`src/rtl/fm_pkg.sv`:
```
// Shared definitions for the FM operator sequencer.
// State encodings, tremolo constants and the tremolo shaping function.
package fm_pkg;

    localparam int NUM_OPS_DEF     = 36;
    localparam int AM_DIV_BITS_DEF = 6;

    localparam logic [7:0] TREM_STEPS = 8'd210;
    localparam logic [7:0] TREM_HALF  = 8'd105;

    localparam logic [1:0] ST_IDLE   = 2'd0;
    localparam logic [1:0] ST_ADDR   = 2'd1;
    localparam logic [1:0] ST_READ   = 2'd2;
    localparam logic [1:0] ST_COMMIT = 2'd3;

    // Triangle fold of the position, then scaled down by depth
    function automatic logic [5:0] am_calc(
        input logic [7:0] pos,
        input logic       deep
    );
        logic [7:0] raw;
        raw = (pos < TREM_HALF) ? pos : (TREM_STEPS - 8'd1 - pos);
        return deep ? raw[7:2] : {2'b00, raw[7:4]};
    endfunction

endpackage

```
`src/rtl/fm_op_seq_trem.sv`:
```
// Tremolo generator: sweep-rate divider, triangle position and
// registered attenuation offset that only moves while the sequencer idles.
module fm_trem
    import fm_pkg::*;
#(
    parameter int AM_DIV_BITS = AM_DIV_BITS_DEF
) (
    input  logic       clk,
    input  logic       reset,
    input  logic       step,
    input  logic       upd_en,
    input  logic       am_depth,
    output logic [5:0] am_val
);

    logic [AM_DIV_BITS-1:0] div;
    logic [7:0]             trem_pos;

    always_ff @(posedge clk) begin
        if (reset) begin
            div      <= '0;
            trem_pos <= 8'd0;
            am_val   <= 6'd0;
        end else begin
            if (step) begin
                div <= div + AM_DIV_BITS'(1);
                if (&div) begin
                    trem_pos <= (trem_pos == TREM_STEPS - 8'd1)
                              ? 8'd0 : trem_pos + 8'd1;
                end
            end
            if (upd_en) begin
                am_val <= am_calc(trem_pos, am_depth);
            end
        end
    end

endmodule

```
`src/rtl/fm_op_seq.sv`:
```
// Operator sweep sequencer: walks op_sel through ADDR/READ/COMMIT per slot,
// tracks deferred operator-reset requests and drives the tremolo step.
module fm_op_seq
    import fm_pkg::*;
#(
    parameter int NUM_OPS     = NUM_OPS_DEF,
    parameter int AM_DIV_BITS = AM_DIV_BITS_DEF
) (
    input  logic       clk,
    input  logic       reset,
    input  logic       sample_tick,
    input  logic       reset_req,
    input  logic       am_depth,
    output logic [5:0] op_sel,
    output logic       next,
    output logic       op_reset,
    output logic [5:0] am_val,
    output logic       busy,
    output logic       sweep_done,
    output logic       overrun
);

    localparam logic [5:0] LAST_OP = 6'(NUM_OPS - 1);

    logic [1:0] state;
    logic       pend;
    logic       act;
    logic       last;

    assign last = (op_sel == LAST_OP);

    always_ff @(posedge clk) begin
        if (reset) begin
            state      <= ST_IDLE;
            op_sel     <= 6'd0;
            next       <= 1'b0;
            op_reset   <= 1'b0;
            busy       <= 1'b0;
            sweep_done <= 1'b0;
            overrun    <= 1'b0;
            pend       <= 1'b0;
            act        <= 1'b0;
        end else begin
            next       <= 1'b0;
            op_reset   <= 1'b0;
            sweep_done <= 1'b0;
            if (sample_tick && state != ST_IDLE) begin
                overrun <= 1'b1;
            end
            if (reset_req) begin
                pend <= 1'b1;
            end
            unique case (state)
                ST_IDLE: begin
                    if (sample_tick) begin
                        state  <= ST_ADDR;
                        op_sel <= 6'd0;
                        busy   <= 1'b1;
                        // a request in the tick cycle joins this sweep
                        act    <= pend | reset_req;
                        pend   <= 1'b0;
                    end
                end
                ST_ADDR: begin
                    state <= ST_READ;
                end
                ST_READ: begin
                    state    <= ST_COMMIT;
                    next     <= 1'b1;
                    op_reset <= act;
                    if (last) begin
                        busy       <= 1'b0;
                        sweep_done <= 1'b1;
                    end
                end
                ST_COMMIT: begin
                    if (last) begin
                        state <= ST_IDLE;
                        act   <= 1'b0;
                    end else begin
                        state  <= ST_ADDR;
                        op_sel <= op_sel + 6'd1;
                    end
                end
                default: state <= ST_IDLE;
            endcase
        end
    end

    fm_trem #(
        .AM_DIV_BITS(AM_DIV_BITS)
    ) u_trem (
        .clk     (clk),
        .reset   (reset),
        .step    (sweep_done),
        .upd_en  (state == ST_IDLE),
        .am_depth(am_depth),
        .am_val  (am_val)
    );

endmodule

```
`config.mk`:
```
export PLATFORM = sky130hd
export DESIGN_NAME = fm_op_seq
export DESIGN_NICKNAME = d
export VERILOG_FILES = /design/src/rtl/fm_pkg.sv /design/src/rtl/fm_op_seq_trem.sv /design/src/rtl/fm_op_seq.sv
export SDC_FILE = /design/constraint.sdc
export NUM_CORES = 1
export LEC_CHECK = 0
export CORE_MARGIN = 3
export CORE_UTILIZATION = 50
export CTS_BUF_LIST = sky130_fd_sc_hd__clkbuf_16
export CTS_CLUSTER_DIAMETER = 40
export DETAILED_ROUTE_END_ITERATION = 8
export PLACE_DENSITY_LB_ADDON = 0.05
export SLEW_MARGIN = 20
export SYNTH_ARGS = -nofsm -noshare
export SYNTH_HDL_FRONTEND = slang
export SYNTH_SLANG_ARGS = --single-unit
```
`constraint.sdc`:
```
create_clock -name clk -period 1.63 [get_ports clk]
set_input_delay 0.163 -clock clk [delete_from_list [all_inputs] [get_ports clk]]
set_output_delay 0.163 -clock clk [all_outputs]
set_load 0.05 [all_outputs]
```
## Yosys cells after proc, flatten, opt, wreduce, memory -nomap -nowiden

Index checks and enable logic that the tools add are counted.

- Register bits: 35
- Word-level logic and storage cells: 57
- Output and inout port bits: 17

- Add/subtract/negate cells: 4
- Eq/ne operators: 9
- Mux-type cells: 19
- Magnitude comparators: 1
- Bitwise logic cells: 2
- Reductions and logical operators: 10

Operator list:

| cell | count |
|---|---|
| $mux 6 | 3 |
| $mux 8 | 2 |
| $add 6x1->6 const B | 2 |
| $pmux 6 s2 | 1 |
| $mux 1 | 9 |
| $reduce_and 3->1 | 3 |
| $add 8x1->8 const B | 1 |
| $eq 8x8->1 const B | 1 |
| $lt 8x7->1 const B | 1 |
| $ne 2x2->1 const B | 4 |
| $pmux 2 s4 | 1 |
| $sub 8x8->8 const A | 1 |
| $reduce_and 7->1 | 1 |
| $eq 6x6->1 const B | 1 |
| $reduce_bool 2->1 | 3 |
| $eq 2x2->1 const B | 2 |
| $pmux 1 s2 | 2 |
| $eq 2x1->1 const B | 1 |
| $logic_not 2->1 | 1 |
| $mux 2 | 1 |
| $reduce_or 2->1 | 1 |
| $logic_and 1x1->1 | 1 |
| $not 1->1 | 1 |
| $or 1x1->1 | 1 |

## Depth between registers and ports, before layout

Gate-level depths: netlist of run 1.

- Depth after elaboration: 3
- Gate-level depth with buffers: 7
- Mapped depth without buffers: 6

## By module

Synthesis of run 1 repeated with hierarchy kept, for this count alone.

- Cell total of the unflattened synthesis: 219
- Area, all modules: 1,876.8 um^2

Modules (own cells, without submodules):

| module | cells each | seq. area each (um^2) | area each (um^2) | times used |
|---|---|---|---|---|
| fm_trem | 141 | 400.4 | 1,156.1 | 1 |
| fm_op_seq | 78 | 300.3 | 720.7 | 1 |

## Least setup slack after synthesis of run 1

No wires, ideal clock.

- Path type: flip-flop to flip-flop
- Start point: reg op_sel[0]
- End point: reg op_sel[2]
- Slack: -0.443 ns
- Data arrival time: 2.002 ns
- Clock period less this slack: 2.073 ns
- Path buffers: 0
- Library setup time: 0.071 ns
- Cell stages (with the launch flop): 6
- Data required time: 1.559 ns
- Cell sequence: dfxtp_1 ha_1 nor4b_1 a311oi_2 a21bo_2 a21oi_1

- Cells in the longest elaborated chain, start to end: 3
- Elaborated cells on any way between the ends: 6
- Those cells by class: add/sub (1); eq/ne (2); mux (2); reduce/logical (1)

RTL lines:

| element | RTL line | source |
|---|---|---|
| from (decl) | fm_op_seq.sv:14 | `output logic [5:0] op_sel,` |
| from (signal assigned) | fm_op_seq.sv:82 | `op_sel <= op_sel + 6'd1;` |
| $add 6x1->6 or $eq 6x6->1 (tied branches) | fm_op_seq.sv:82, fm_op_seq.sv:30 |  |
| $mux 6 or $ne 2x2->1 (tied branches) | n/a |  |
| $pmux 6 s2 or $reduce_and 3->1 (tied branches) | n/a |  |

Parallel ways exist; a longest one is shown, timed or not. The select of a mux whose other input is x is not followed.
A chain may end at the register's enable or synchronous reset.

## Worst setup path after layout of run 1

- Start point: reg u_trem.trem_pos[3]
- End point: reg u_trem.am_val[0]

- Cells in the longest elaborated chain, start to end: 3
- Elaborated cells on any way between the ends: 4
- Those cells by class: add/sub (1); order compare (1); mux (2)

RTL lines:

| element | RTL line | source |
|---|---|---|
| from (decl) | fm_op_seq_trem.sv:17 | `logic [7:0] trem_pos;` |
| from (signal assigned) | fm_op_seq_trem.sv:28 | `trem_pos <= (trem_pos == TREM_STEPS - 8'd1)` |
| $sub 8x8->8 or $lt 8x7->1 (tied branches) | fm_pkg.sv:22 | `raw = (pos < TREM_HALF) ? pos : (TREM_STEPS - 8'd1 - pos);` |
| $mux 8 (*) | fm_pkg.sv:22 |  |
| $mux 6 (*) | fm_pkg.sv:23 | `return deep ? raw[7:2] : {2'b00, raw[7:4]};` |
| to (signal assigned) | fm_op_seq_trem.sv:33 | `am_val <= am_calc(trem_pos, am_depth);` |
| to (decl) | fm_op_seq_trem.sv:13 | `output logic [5:0] am_val` |

Mark *: on every way between the ends. The rest lies on a longest branch, timed or not.

==> results of run 1 <==
[worst register-to-register path, delay by kind of cell, from the launching register on]
kind | cells | cell delay [ns]
AO/OA/AOI/OAI | 2 | 0.29
flip-flops | 1 | 0.31
AND/OR/NAND/NOR | 2 | 0.88
[metal layers]
layer	vias up	share of wire, %	global-route usage (%)
met5	-	0	0
met4	0	1.6	8.63
met3	9	4.6	4.72
met2	42	49	37.1
met1	799	45	27.2
li1	858	-	-
[per-stage QoR]
stage / utilization [%] / TNS (ns) / instances
4_1_cts: 70.8 / 0 / 312
3_5_place_dp: 66.0 / -0.396 / 303
5_1_grt: 71.6 / -0.00394 / 312
6_report: 71.6 / 0 / 312
2_1_floorplan: - / 0 / 216
3_3_place_gp: 66.0 / -0.113 / 303
[worst paths after layout]
path                                    endpoint          startpoint  slack [ns]
worst max-delay path            u_trem.am_val[0]  u_trem.trem_pos[3]        0.06
worst min-delay path            u_trem.am_val[4]    u_trem.am_val[4]        0.47
worst max register to register  u_trem.am_val[0]  u_trem.trem_pos[3]        0.06
worst min register to register  u_trem.am_val[4]    u_trem.am_val[4]        0.47
[placed cells by master (no fill, tap or decap), types with 3 or more instances in the layout]
cell type,synthesis,layout
inv_1,11,9
nor2_1,26,26
clkdlybuf4s50_1,0,6
o211ai_1,3,3
dfxtp_1,35,31
xor2_1,6,6
nand2_1,15,15
nor2b_1,6,6
clkbuf_16,0,5
dfxtp_2,0,3
a41o_1,3,3
nand4_1,6,6
nor3_1,5,5
ha_1,10,7
nand3_1,5,5
a21oi_1,12,12
buf_4,0,47
o21ai_0,11,11
xnor2_1,8,8
mux2i_1,3,3
[sequential cells by signal (all words and copies together), names as in the netlist]
| signal | flops |
|---|---|
| u_trem.trem_pos | 8 |
| op_sel | 6 |
| u_trem.am_val | 6 |
| u_trem.div | 6 |
| state | 2 |
| act | 1 |
| busy | 1 |
| next | 1 |
| op_reset | 1 |
| overrun | 1 |
| pend | 1 |
| sweep_done | 1 |
[Yosys cell counts (all sizes together) (2+ instances only)]
library cell and count:
o211ai 3, mux2i 3, a41o 3, and3 2, inv 11, nor2 26, nand4b 2, nand2b 2
ha 10, and2 2, nand3 5, nor2b 6, o21ai 11, clkbuf 8, xor2 6, dfxtp 35
nor3b 3, nor4 2, xnor2 8, nand3b 2, nand2 15, a31oi 2, nor3 5, buf 3
a21oi 12, nand4 6, or3 3
[report_power, final]
| group | internal, mW | switching (mW) | total, mW | leakage [nW] |
|---|---|---|---|---|
| Clock | 0.562 | 0.360 | 0.922 | 0.0658 |
| Sequential | 0.936 | 0.0439 | 0.979 | 0.286 |
| Combinational | 0.547 | 0.631 | 1.18 | 0.635 |
[cell type report]
class / instances / area (um2) / area share (%)
multi-input cells: 159 / 1100 / 44.6
flip-flops and latches: 35 / 708 / 28.7
repair buffers: 53 / 413 / 16.8
clock buffers: 5 / 125 / 5.08
well taps: 46 / 57.6 / 2.34
inverters: 11 / 41.3 / 1.68
clock inverters: 3 / 20.0 / 0.813
[cell families (layout without fill, tap and decap cells)]
kind of cell | Yosys count | after routing | share of synthesized area (%)
and+or+nand+nor | 85 | 85 | 24.1
AOI/OAI and AO/OA | 46 | 46 | 17.1
DFF | 35 | 35 | 38.1
buffers and inverters | 22 | 72 | 4.97
xor gates and xnor gates | 14 | 14 | 6.67
adders and majority gates | 10 | 10 | 6.80
muxes | 4 | 4 | 2.24
[what timing repair did]
action	4_1_cts	5_1_grt
gates cloned	0	0
pin swaps	1	1
buffers inserted	1	0
resized for setup	2	9
endpoints found under the setup margin	8	13
hold buffers	0	0
==> metrics.txt, run 1 <==
GR Util All Layers 22.1%; Arr. time, crit path 1.75 ns; most area-consuming cells after synthesis dfxtp_1 (38%), ha_1 (6.8%), nor2_1 (5.3%), xnor2_1 (3.8%), a21oi_1 (3.3%); post-synthesis register bit count 35; filler cell count 284; initial antenna violation count 0; CTS clk-pin slew, worst paths 0.05 ns; total power divided by cell area 1250 nW/um2; largest net degree at the start of global routing 13; Post-Syn Instances 216; diode count 0; post-layout min period 1.57 ns; Max transition margin 67.3%; CP Launch Type flip-flop; I/O Pins 22; Cell Area, Placed 2270 um2; proportion of synthesized flip-flops having asynchronous set or reset 0%; GPL Wtd Cong 0.879; CP bufs+invs 0; number of synthesized flops with an enable pin 0; WHS Path Cells 2; Num CTS Buffers 5; First-pass DRT Iterations 4; fmax 0.638 GHz; outcome complete, no violations; total length of routed wires 4430 um; first-pass GRT wire length 7510 um; Die Area 4440 um2; Min Hold Slack 0.468 ns; final hold vios 0; Die Y-Extent 66.7 um; Clock Tree Root clkbuf_16; crit path kind flip-flop to flip-flop; Worst path top cell family by delay simple AND/OR/NAND/NOR gates; final slew viol count 0; post-synth top area share 38.1%; CP Capture Type flip-flop; Avg WL per Cell 14.2 um; clock sink total 35; Leakage 0.987 nW; number of distinct library cells after synthesis 51; Die Wd 66.7 um; final setup vio count 0; vias 1708; crit path cell chain or3_4 > or4b_1 > a31o_1 > o311ai_1; share of cells above drive strength 1 27.4%; PortBufs 21; final worst slack 0.0623 ns; Clock Skews 0.00507 ns; cell row count 21; top_reg_cell synth dfxtp_1; Levels on crit path 4; Post-Syn Nets 231; Final Cycle Share 96.2%; cell taking the most area after synthesis dfxtp_1; Max clock buf depth 2; vias in the first global route 1677; DRT iter0 DRCs 90; htree depth 2; Seq/Total Area, Yosys 38.1%; HPWL Detailed 3260 um; r2r worst-path depth 4; Slowest-stage cell, CP or4b_1; post-synthesis cell area 1840 um2; synth-to-layout area growth 33.9%; DRC 0; total power 3.08 mW; Least-Margin Pin Slew 0.489 ns; syn avg cell area 8.52 um2; Place WS -0.190 ns; TritonCTS clock tree built; Critical Path RT 1.81 ns; Hold WC Path Type flip-flop to flip-flop; via/cell ratio 5.47; DRT antenna net count 0; Finished Cell Area 2460 um2; Max Cap Viol 0; delay of the slowest critical-path stage 0.48 ns; total grt overflow 0; maximum vdd ir drop 0.000607 V; fin nets 280; Synthesis Warnings 0; Core Area 3440 um2; worst-path fanout max 4; clk_lat worst skew 0.28 ns; starting density of the core 53.4%
No activity file was read; power rests on OpenSTA's default activity.
==> run 2: changes to the inputs <==
--- a/config.mk
+++ b/config.mk
@@ -8,7 +8,7 @@
 export CORE_MARGIN = 3
 export CORE_UTILIZATION = 50
 export CTS_BUF_LIST = sky130_fd_sc_hd__clkbuf_16
-export CTS_CLUSTER_DIAMETER = 40
+export CTS_CLUSTER_SIZE = 14
 export DETAILED_ROUTE_END_ITERATION = 8
 export PLACE_DENSITY_LB_ADDON = 0.05
 export SLEW_MARGIN = 20
==> results of run 2 <==
No change in the layout: final DEF, timing and power equal those of run 1.
==> run 3: changes to the inputs <==
--- a/config.mk
+++ b/config.mk
@@ -10,6 +10,7 @@
 export CTS_BUF_LIST = sky130_fd_sc_hd__clkbuf_16
 export CTS_CLUSTER_SIZE = 14
 export DETAILED_ROUTE_END_ITERATION = 8
+export HOLD_SLACK_MARGIN = 0.12
 export PLACE_DENSITY_LB_ADDON = 0.05
 export SLEW_MARGIN = 20
 export SYNTH_ARGS = -nofsm -noshare
==> results of run 3 <==
No change in the layout: final DEF, timing and power equal those of run 1.
